## config.mk

```make
export PLATFORM = sky130hd
export DESIGN_NAME = universal_shift_reg_n
export DESIGN_NICKNAME = d
export VERILOG_FILES = /design/src/rtl/universal_shift_reg_n.sv
export SDC_FILE = /design/constraint.sdc
export NUM_CORES = 1
export LEC_CHECK = 0
export ABC_AREA = 1
export BUFFER_PORTS_ARGS = -buffer_cell sky130_fd_sc_hd__buf_2
export CAP_MARGIN = 20
export CORE_MARGIN = 2
export CORE_UTILIZATION = 50
export DETAILED_ROUTE_END_ITERATION = 8
export MAX_ROUTING_LAYER = met4
export PLACE_DENSITY = 0.85
export SYNTH_ARGS = -nofsm -noshare
export SYNTH_HDL_FRONTEND = slang
export SYNTH_SLANG_ARGS = --single-unit
```

## constraint.sdc

```tcl
create_clock -name clk -period 1.5 [get_ports clk]
set_input_delay 0.075 -clock clk [delete_from_list [all_inputs] [get_ports clk]]
set_output_delay 0.075 -clock clk [all_outputs]
set_load 0.01 [all_outputs]
```

## src/rtl/universal_shift_reg_n.sv

```systemverilog
// Parametrised universal shift register with rotate, arithmetic-shift and
// clear modes, plus a counted burst engine that repeats a latched operation
// a programmable number of times and pulses done on completion.
module universal_shift_reg_n #(
    parameter int unsigned WIDTH = 8,
    // Derived from WIDTH; sized to hold 0..WIDTH. Not meant to be overridden.
    parameter int unsigned LEN_W = $clog2(WIDTH + 1)
) (
    input  logic             clk,
    input  logic             rst,
    input  logic             en,
    input  logic [2:0]       mode,
    input  logic [WIDTH-1:0] data_in,
    input  logic             msb_in,
    input  logic             lsb_in,
    input  logic             start,
    input  logic [LEN_W-1:0] burst_len,
    output logic [WIDTH-1:0] data_out,
    output logic             msb_out,
    output logic             lsb_out,
    output logic             busy,
    output logic             done
);

    localparam logic [2:0] MODE_HOLD = 3'd0;
    localparam logic [2:0] MODE_SHR  = 3'd1;
    localparam logic [2:0] MODE_SHL  = 3'd2;
    localparam logic [2:0] MODE_LOAD = 3'd3;
    localparam logic [2:0] MODE_ROR  = 3'd4;
    localparam logic [2:0] MODE_ROL  = 3'd5;
    localparam logic [2:0] MODE_ASR  = 3'd6;
    localparam logic [2:0] MODE_CLR  = 3'd7;

    localparam logic [LEN_W-1:0] LEN_MAX = LEN_W'(WIDTH);
    localparam logic [LEN_W-1:0] LEN_ONE = LEN_W'(1);

    typedef enum logic {
        S_IDLE  = 1'b0,
        S_BURST = 1'b1
    } state_e;

    state_e            state_q, state_d;
    logic [WIDTH-1:0]  data_q,  data_d;
    logic [LEN_W-1:0]  cnt_q,   cnt_d;
    logic [2:0]        mode_q,  mode_d;
    logic              done_q,  done_d;
    logic [LEN_W-1:0]  len_clamped;

    // One register operation; serial inputs are taken live on every call.
    function automatic logic [WIDTH-1:0] apply_op(
        input logic [2:0]       op,
        input logic [WIDTH-1:0] d,
        input logic             s_msb,
        input logic             s_lsb,
        input logic [WIDTH-1:0] load_val
    );
        logic [WIDTH-1:0] r;
        r = d;
        case (op)
            MODE_HOLD: r = d;
            MODE_SHR:  r = {s_msb, d[WIDTH-1:1]};
            MODE_SHL:  r = {d[WIDTH-2:0], s_lsb};
            MODE_LOAD: r = load_val;
            MODE_ROR:  r = {d[0], d[WIDTH-1:1]};
            MODE_ROL:  r = {d[WIDTH-2:0], d[WIDTH-1]};
            MODE_ASR:  r = {d[WIDTH-1], d[WIDTH-1:1]};
            MODE_CLR:  r = '0;
        endcase
        return r;
    endfunction

    // Requested burst lengths beyond WIDTH saturate at WIDTH.
    assign len_clamped = (burst_len > LEN_MAX) ? LEN_MAX : burst_len;

    // FSM state register.
    always_ff @(posedge clk or negedge rst) begin
        if (!rst) begin
            state_q <= S_IDLE;
        end else begin
            state_q <= state_d;
        end
    end

    // Next-state logic: enter BURST on a nonzero start, leave on last step.
    always_comb begin
        state_d = state_q;
        if (en) begin
            case (state_q)
                S_IDLE: begin
                    if (start && (len_clamped != '0)) begin
                        state_d = S_BURST;
                    end
                end
                S_BURST: begin
                    if (cnt_q == LEN_ONE) begin
                        state_d = S_IDLE;
                    end
                end
                default: state_d = S_IDLE;
            endcase
        end
    end

    // Datapath/output next values; done defaults low so it never sticks.
    always_comb begin
        data_d = data_q;
        cnt_d  = cnt_q;
        mode_d = mode_q;
        done_d = 1'b0;
        if (en) begin
            case (state_q)
                S_IDLE: begin
                    if (start) begin
                        // Latch the burst; data is untouched on the accept edge.
                        mode_d = mode;
                        cnt_d  = len_clamped;
                        if (len_clamped == '0) begin
                            done_d = 1'b1;
                        end
                    end else begin
                        data_d = apply_op(mode, data_q, msb_in, lsb_in, data_in);
                    end
                end
                S_BURST: begin
                    data_d = apply_op(mode_q, data_q, msb_in, lsb_in, data_in);
                    cnt_d  = cnt_q - LEN_ONE;
                    if (cnt_q == LEN_ONE) begin
                        done_d = 1'b1;
                    end
                end
                default: begin
                    cnt_d = '0;
                end
            endcase
        end
    end

    // Datapath registers; reset aborts any burst without a done pulse.
    always_ff @(posedge clk or negedge rst) begin
        if (!rst) begin
            data_q <= '0;
            cnt_q  <= '0;
            mode_q <= MODE_HOLD;
            done_q <= 1'b0;
        end else begin
            data_q <= data_d;
            cnt_q  <= cnt_d;
            mode_q <= mode_d;
            done_q <= done_d;
        end
    end

    assign data_out = data_q;
    assign msb_out  = data_q[WIDTH-1];
    assign lsb_out  = data_q[0];
    assign busy     = (state_q == S_BURST);
    assign done     = done_q;

endmodule

```

==> flow_summary.toml, run 1 <==
[place]
gp_congestion = 0.920
pre_cts_slack_ps = 123
hpwl_mm = 2.55
port_buffers = 32
dp.cells = 286
dpl-instance-area_um2 = 1580

[min_path]
hold_path_class = "in2reg"

[cts]
tritoncts = "yes"
numCtsBuffers = 3
root_buffer = "clkbuf_4"
path_clk_slew_ps = 110
numClockSinks = 17
post_cts_buffers = 0
cts_max_level = 1
cts_buffer_depth = 2
clock_latency_ps = 300

[power]
p_leak_nw = 0.910
p_total_mw = 2.95
power_per_cell_area_nw_per_um2 = 1810
peakVddDrop_uv = 1020

[synth]
synth_cells = 228
synth_warnings = 0
syn_avg_cell_area_um2 = 6.26
synth_edf_count = 0
ys_seq_area_frac = 0.298
ys.flop_type = "dfrtp_1"
synth-async-reset-ratio = 1.00
synth_cell_types = 25
synth_nets = 251
netlist_area_um2 = 1430
ys_ff_latch = 17

[final_layout]
final_nets = 284
antenna_cells = 0
final_common_cell = "nand2_1"
final_area_um2 = 1630
final_cell_mix = "nand2_1, inv_1, nand3_1, buf_2, o21ai_0"
area_growth_pct = 13.9
instances_no_fill = 291
drive_above_1_share = 0.200

[critical_path]
cp.depth = 8
r2r-end = "data_out[7]"
cp_common_cell = "nand2_1"
crit_start = "mode_q[0]"
rr_worst_depth = 8
end_kind = "flop"
critPathLaunchType = "flop"
slowest_stage = "dfrtp_1"
crit_family = "simple AND/OR/NAND/NOR gates"
worstPathCellList = "nor2_1 > nand3_1 > nand3_4 > inv_4 > nand2_2 > clkinv_1 > nand2_1 > nand2_1"
r2r-start = "mode_q[0]"
path_class = "reg2reg"
worst_ep_required_time_ps = 1690
max_stage_delay_ps = 490
path_max_fanout = 9
worstPathArrival_ps = 1530
rrSetupSlack_ps = 160
crit_end = "data_out[7]"
path_buf_inv = 2

[timing]
finalSetupViolCount = 0
finalMaxSlewViolations = 0
layout_setup_ws_ps = 161
hold_viol = 0
fin_crit_ps = 1340
rsz0062_at_grt = "false"
fin_tns_setup_ps = 0
fmax_mhz = 747
period_share = 0.893
finalClockSkew_ps = 9.50
slew_headroom = 0.703
worst_pin_slew_ps = 443

[drt]
first_iter_violations = 56
wl_mm = 3.39
viasPerCell = 5.22
wl_per_cell_um = 11.6
dr.pass1.iters = 4
postRouteAntennaNets = 0
route.vias.total = 1520
drc_errors = 0

[grt]
grt_max_degree = 18
grt_overflow = 0
grt_usage = 0.236
grt_pass1_wl_mm = 6.03
antenna_found_initial = 0
grt_pass1_vias = 1464

[outcome]
status = "finished, final reports clean"

[die]
pin_count = 33
num_rows = 19
start_util = 0.522
die_height_um = 57.4
core-area_um2 = 2730
dieArea_um2 = 3300
dieWidth_um = 57.4

[flow_run]
cap_violations = 0
==> power breakdown <==
part | internal [mW] | switching (mW)
clock | 0.102 | 0.153
sequential | 0.671 | 0.309
combinational | 0.660 | 1.05
==> synthesized netlist by cell type (all sizes together) (2+ instances only) <==
cell type,n,area (um2)
dfrtp,17,425
nand4,4,25.0
nor2,18,67.6
buf,7,61.3
xor2,2,17.5
a22oi,2,15.0
nand2,70,273
ha,2,25.0
o21ai,25,125
inv,37,141
nand3,34,183
a21oi,5,36.3
==> sequential cells by signal, summed over array words and instances, names as in the netlist <==
signal and flops:
data_out 8, mode_q 3, busy 1, done 1
cnt_q 4
==> cell type report <==
| type | count | area, um2 |
|---|---|---|
| Fill cell | 270 | 1110 |
| Multi-Input combinational cell | 166 | 800 |
| Sequential cell | 17 | 427 |
| Timing Repair Buffer | 35 | 185 |
| Inverter | 38 | 145 |
| Tap cell | 31 | 38.8 |
| Clock buffer | 3 | 22.5 |
| Clock inverter | 1 | 7.51 |
==> kinds of logic (layout without fill, tap and decap cells) <==
group / count (synthesis) / count (layout) / share of synthesized area
buf+inv: 45 / 77 / 0.145
flops: 17 / 17 / 0.298
xor+xnor: 2 / 2 / 0.0123
compound gates: 33 / 33 / 0.129
fa+ha+maj: 2 / 2 / 0.0175
simple gates: 129 / 129 / 0.398
==> layer usage <==
layer  track usage  share of wire  vias up  wire length [um]
met2         0.380           0.47       41              1590
met1         0.310           0.46      687              1560
met3        0.0204          0.057        5               194
met4        0.0831          0.014        0                46
met5             -              0        -                 0
li1              -              -      787                 -
==> worst min-delay path: stages <==
cell and delay (ps):
buf_2 90, nor4_1 60, o21ai_1 100
==> metrics by stage <==
step / hold WS [ps] / utilization
final: 53.5 / 0.595
after global routing: 79.4 / 0.595
after CTS: 47.3 / 0.592
after detailed placement: 19.7 / 0.578
after global placement: 24.3 / 0.578
after floorplan: -221 / -
==> repair_timing <==
action | CTS | global route
hold buffers | 1 | 0
endpoints found under the hold margin | 17 | 0
resized for setup | 0 | 3
setup endpoints to repair | 0 | 6
==> worst min path at each step <==
stage / startpoint / end / slack (ps) / cells after the start
2_1_floorplan: rst / busy / -220 / 0
3_3_place_gp: rst / cnt_q[2] / 20 / 1
3_5_place_dp: rst / cnt_q[2] / 20 / 1
4_1_cts: burst_len[0] / busy / 50 / 3
5_1_grt: burst_len[1] / busy / 80 / 3
6_report: burst_len[3] / busy / 50 / 3
Note: power is estimated with default switching activity, not from simulation.
==> run 2: changes to the inputs <==
--- a/config.mk
+++ b/config.mk
@@ -12,7 +12,7 @@
 export CORE_UTILIZATION = 50
 export DETAILED_ROUTE_END_ITERATION = 8
 export MAX_ROUTING_LAYER = met4
-export PLACE_DENSITY = 0.85
+export PLACE_DENSITY = 0.75
 export SYNTH_ARGS = -nofsm -noshare
 export SYNTH_HDL_FRONTEND = slang
 export SYNTH_SLANG_ARGS = --single-unit
==> flow_summary.toml, run 2 (synthesis gave the netlist of run 1 again) <==
[outcome]
status = "finished, final reports clean"

[grt]
grt_pass1_vias = 1393
grt_max_degree = 18
grt_usage = 0.235
grt_overflow = 0
antenna_found_initial = 0
grt_pass1_wl_mm = 6.04

[timing]
period_share = 0.922
fin_tns_setup_ps = 0
slew_headroom = 0.704
rsz0062_at_grt = "false"
layout_setup_ws_ps = 118
fmax_mhz = 723
finalMaxSlewViolations = 0
holdWs_ps = 63.6
hold_viol = 0
worst_pin_slew_ps = 441
fin_crit_ps = 1380
finalSetupViolCount = 0
finalClockSkew_ps = 7.06

[final_layout]
final_nets = 286
antenna_cells = 0
final_area_um2 = 1640
final_common_cell = "nand2_1"
regArea_um2 = 427
drive_above_1_share = 0.206
final_cell_mix = "nand2_1, inv_1, nand3_1, buf_2, o21ai_0"
area_growth_pct = 15.0
fillers = 271
largest_reg_flops = 8
multi_input_area_um2 = 800

[drt]
dr.pass1.iters = 4
first_iter_violations = 69
postRouteAntennaNets = 0
drc_errors = 0
wl_mm = 3.41
wl_per_cell_um = 11.6
viasPerCell = 5.16
route.vias.total = 1511

[die]
pin_count = 33
core-area_um2 = 2730
num_rows = 19
start_util = 0.522
dieArea_um2 = 3300
dieWidth_um = 57.4
die_height_um = 57.4

[power]
seqPwrFrac = 0.314
cellInternalPower_mw = 1.47
p_clk_frac = 0.086
p_sw_frac = 0.511
combinationalPowerShare = 0.600
p_sw_mw = 1.53
power_per_cell_area_nw_per_um2 = 1830
p_leak_nw = 0.919
peakVddDrop_uv = 1120

[critical_path]
path_max_fanout = 8
path_buf_inv = 2
r2r-start = "busy"
worst_ep_required_time_ps = 1690
worstPathCellList = "buf_4 > o21ai_1 > inv_1 > nand2_1 > o21ai_0"
rr_worst_depth = 5
critPathLaunchType = "flop"
path_class = "reg2reg"
rrSetupSlack_ps = 120
slowest_stage = "dfrtp_1"
end_kind = "flop"
r2r-end = "cnt_q[1]"
worstPathArrival_ps = 1570
max_stage_delay_ps = 420
crit_family = "compound AO/OA/AOI/OAI gates"
cp.depth = 5

[cts]
cts_buffer_depth = 2
clock_latency_ps = 300
post_cts_buffers = 0
tritoncts = "yes"
root_buffer = "clkbuf_4"
numClockSinks = 17
numCtsBuffers = 3
path_clk_slew_ps = 110
cts_max_level = 1

[place]
gp_congestion = 0.919
pre_cts_slack_ps = 127
dpl-instance-area_um2 = 1590
hpwl_mm = 2.55
port_buffers = 32

[min_path]
hp-start = "burst_len[1]"
hold_depth = 3
hold_end = "busy"
hold_path_class = "in2reg"

[flow_run]
cap_violations = 0
-- run 2: cell count changes in the layout (fill, tap and decap cells not counted), sizes merged --
cell,change
buf,+2
-- run 2: final cells by class --
type | instances | area share
multi-input cells | 166 | 0.487
well taps | 31 | 0.0236
repair buffers | 37 | 0.122
inverters | 38 | 0.0885
flip-flops and latches | 17 | 0.260
clock buffers | 3 | 0.0137
clock inverters | 1 | 0.00458
-- run 2: tightest hold or removal path, delay by kind of cell --
kind                   cells  cell delay, ps
buffers and inverters      1              90
AOI/OAI and AO/OA          1             110
and+or+nand+nor            1              60
-- run 2: power by group through the flow --
stage                     registers, mW  logic, mW  clock network (mW)
after floorplan                   0.924       1.33                   0
after global placement            0.930       1.76                   0
after detailed placement          0.934       1.79                   0
after CTS                         0.925       1.80               0.272
after global routing              0.972       2.09               0.289
final                             0.939       1.80               0.258
-- run 2: repair_timing --
action	in CTS	in global routing
hold buffers	1	0
endpoints found under the hold margin	17	0
resized for setup	0	2
endpoints found under the setup margin	0	4
-- run 2: per-stage QoR --
step	utilization	cells	power [mW]
final	0.600	293	2.99
after detailed placement	0.583	288	2.72
after CTS	0.598	293	2.99
after global routing	0.600	293	3.35
after global placement	0.583	288	2.69
after floorplan	-	228	2.26
-- run 2: worst max-delay path by stage --
| stage | start | to | slack [ps] |
|---|---|---|---|
| finish | busy | cnt_q[1] | 120 |
| floorplan | busy | data_out[7] | 260 |
| detailed placement | busy | cnt_q[1] | 130 |
| CTS | busy | cnt_q[1] | 110 |
| global placement | busy | cnt_q[1] | 140 |
| global route | mode_q[1] | data_out[7] | 0.4 |
-- run 2: metal layers --
layer	track usage	vias to the layer above	share of wire
li1	-	791	-
met1	0.332	665	0.48
met2	0.359	53	0.45
met3	0.0272	2	0.062
met4	0.0631	0	0.0062
met5	-	-	0
==> run 3: changes to the inputs <==
--- a/config.mk
+++ b/config.mk
@@ -8,6 +8,7 @@
 export ABC_AREA = 1
 export BUFFER_PORTS_ARGS = -buffer_cell sky130_fd_sc_hd__buf_2
 export CAP_MARGIN = 20
+export CORE_ASPECT_RATIO = 0.7
 export CORE_MARGIN = 2
 export CORE_UTILIZATION = 50
 export DETAILED_ROUTE_END_ITERATION = 8
==> flow_summary.toml, run 3 (synthesis gave the netlist of run 1 again) <==
[timing]
finalClockSkew_ps = 1.64
slew_headroom = 0.716
period_share = 0.879
fin_tns_setup_ps = 0
layout_setup_ws_ps = 181
hold_viol = 0
fin_crit_ps = 1320
fmax_mhz = 758
rsz0062_at_grt = "false"
worst_pin_slew_ps = 422
finalMaxSlewViolations = 0
finalSetupViolCount = 0

[drt]
dr.pass1.iters = 4
viasPerCell = 5.24
route.vias.total = 1563
postRouteAntennaNets = 0
wl_mm = 3.54
drc_errors = 0
first_iter_violations = 148
wl_per_cell_um = 11.9

[cts]
cts_buffer_depth = 2
post_cts_buffers = 0
path_clk_slew_ps = 70
numCtsBuffers = 3
numClockSinks = 17
tritoncts = "yes"
cts_max_level = 1
clock_latency_ps = 260
root_buffer = "clkbuf_8"

[critical_path]
r2r-start = "mode_q[0]"
worst_ep_required_time_ps = 1650
worstPathCellList = "inv_2 > nand3_1 > nand2_1 > nand2_1 > nand2_1 > nand2_1 > nand2_1 > nand2_1 > nand2_1"
r2r-end = "data_out[7]"
max_stage_delay_ps = 480
rr_worst_depth = 9
cp_common_cell = "nand2_1"
path_class = "reg2reg"
worstPathArrival_ps = 1470
critPathLaunchType = "flop"
path_max_fanout = 8
rrSetupSlack_ps = 180
end_kind = "flop"
slowest_stage = "dfrtp_1"

[min_path]
hold_end = "busy"
hold_depth = 3
hp-start = "burst_len[0]"
hold_path_class = "in2reg"

[grt]
grtUsageMet2 = 0.346
met3_usage = 0.0558
antenna_found_initial = 0
grt_overflow = 0
grt.busiest_layer = "met1"
grt_max_degree = 18
grt_pass1_vias = 1334
grt_usage = 0.250
grtUsageMet1 = 0.378
grt_pass1_wl_mm = 6.11

[power]
p_total_mw = 3.09
power_per_cell_area_nw_per_um2 = 1860
peakVddDrop_uv = 824
p_leak_nw = 0.930

[final_layout]
multi_input_area_um2 = 798
fillers = 285
final_common_cell = "nand2_1"
antenna_cells = 0
regArea_um2 = 425
drive_above_1_share = 0.198
final_cell_mix = "nand2_1, nand3_1, inv_1, buf_2, o21ai_0"
area_growth_pct = 16.3
final_nets = 286
largest_reg_flops = 8

[place]
hpwl_mm = 2.68
port_buffers = 32
pre_cts_slack_ps = 109
gp_congestion = 0.852

[outcome]
status = "finished, final reports clean"

[die]
dieArea_um2 = 3300
die_height_um = 48.7
core-area_um2 = 2760
num_rows = 16
dieWidth_um = 67.8
pin_count = 33
start_util = 0.516

[flow_run]
cap_violations = 0
-- run 3: cell types whose count changed in the layout (fill, tap and decap cells not counted), sizes merged --
cell      delta
clkinvlp     -1
clkbuf       +1
-- run 3: cell type report --
type	instances	area share
clock buffers	4	0.0271
inverters	38	0.0875
multi-input cells	166	0.481
flip-flops and latches	17	0.256
well taps	36	0.0271
repair buffers	37	0.121
-- run 3: metrics by stage --
stage | utilization | cells | instance area (um2) | hold slack (ps)
floorplan | - | 228 | 1430 | -221
global placement | 0.579 | 293 | 1600 | 29.8
detailed placement | 0.579 | 293 | 1600 | 29.3
CTS | 0.599 | 298 | 1660 | 118
global route | 0.601 | 298 | 1660 | 150
finish | 0.601 | 298 | 1660 | 119
-- run 3: worst max-delay path by stage --
stage	startpoint	cells after the start	endpoint	slack, ps
after floorplan	busy	9	data_out[7]	260
after global placement	busy	5	cnt_q[1]	70
after detailed placement	busy	5	cnt_q[1]	110
after CTS	busy	5	cnt_q[1]	90
after global routing	busy	5	cnt_q[1]	20
final	mode_q[0]	9	data_out[7]	180
-- run 3: repair_timing --
| item | CTS | global route |
|---|---|---|
| hold buffers | 1 | 0 |
| endpoints found under the setup margin | 0 | 5 |
| gates resized for setup | 0 | 1 |
| hold endpoints to repair | 17 | 0 |
-- run 3: worst max-delay path: cells and delay by family (launching register included) --
kind,cells,cell delay (ps)
flip-flops,1,480
AND/OR/NAND/NOR,8,660
buffers and inverters,1,70
-- run 3: power breakdown --
| group | switching [mW] | internal (mW) |
|---|---|---|
| logic | 1.10 | 0.690 |
| registers | 0.272 | 0.670 |
| clock network | 0.165 | 0.189 |
-- run 3: routing by layer --
| layer | part of all wire | up-vias |
|---|---|---|
| met5 | 0 | - |
| met4 | 0.0054 | 0 |
| met3 | 0.081 | 4 |
| met2 | 0.42 | 66 |
| met1 | 0.50 | 703 |
| li1 | - | 790 |
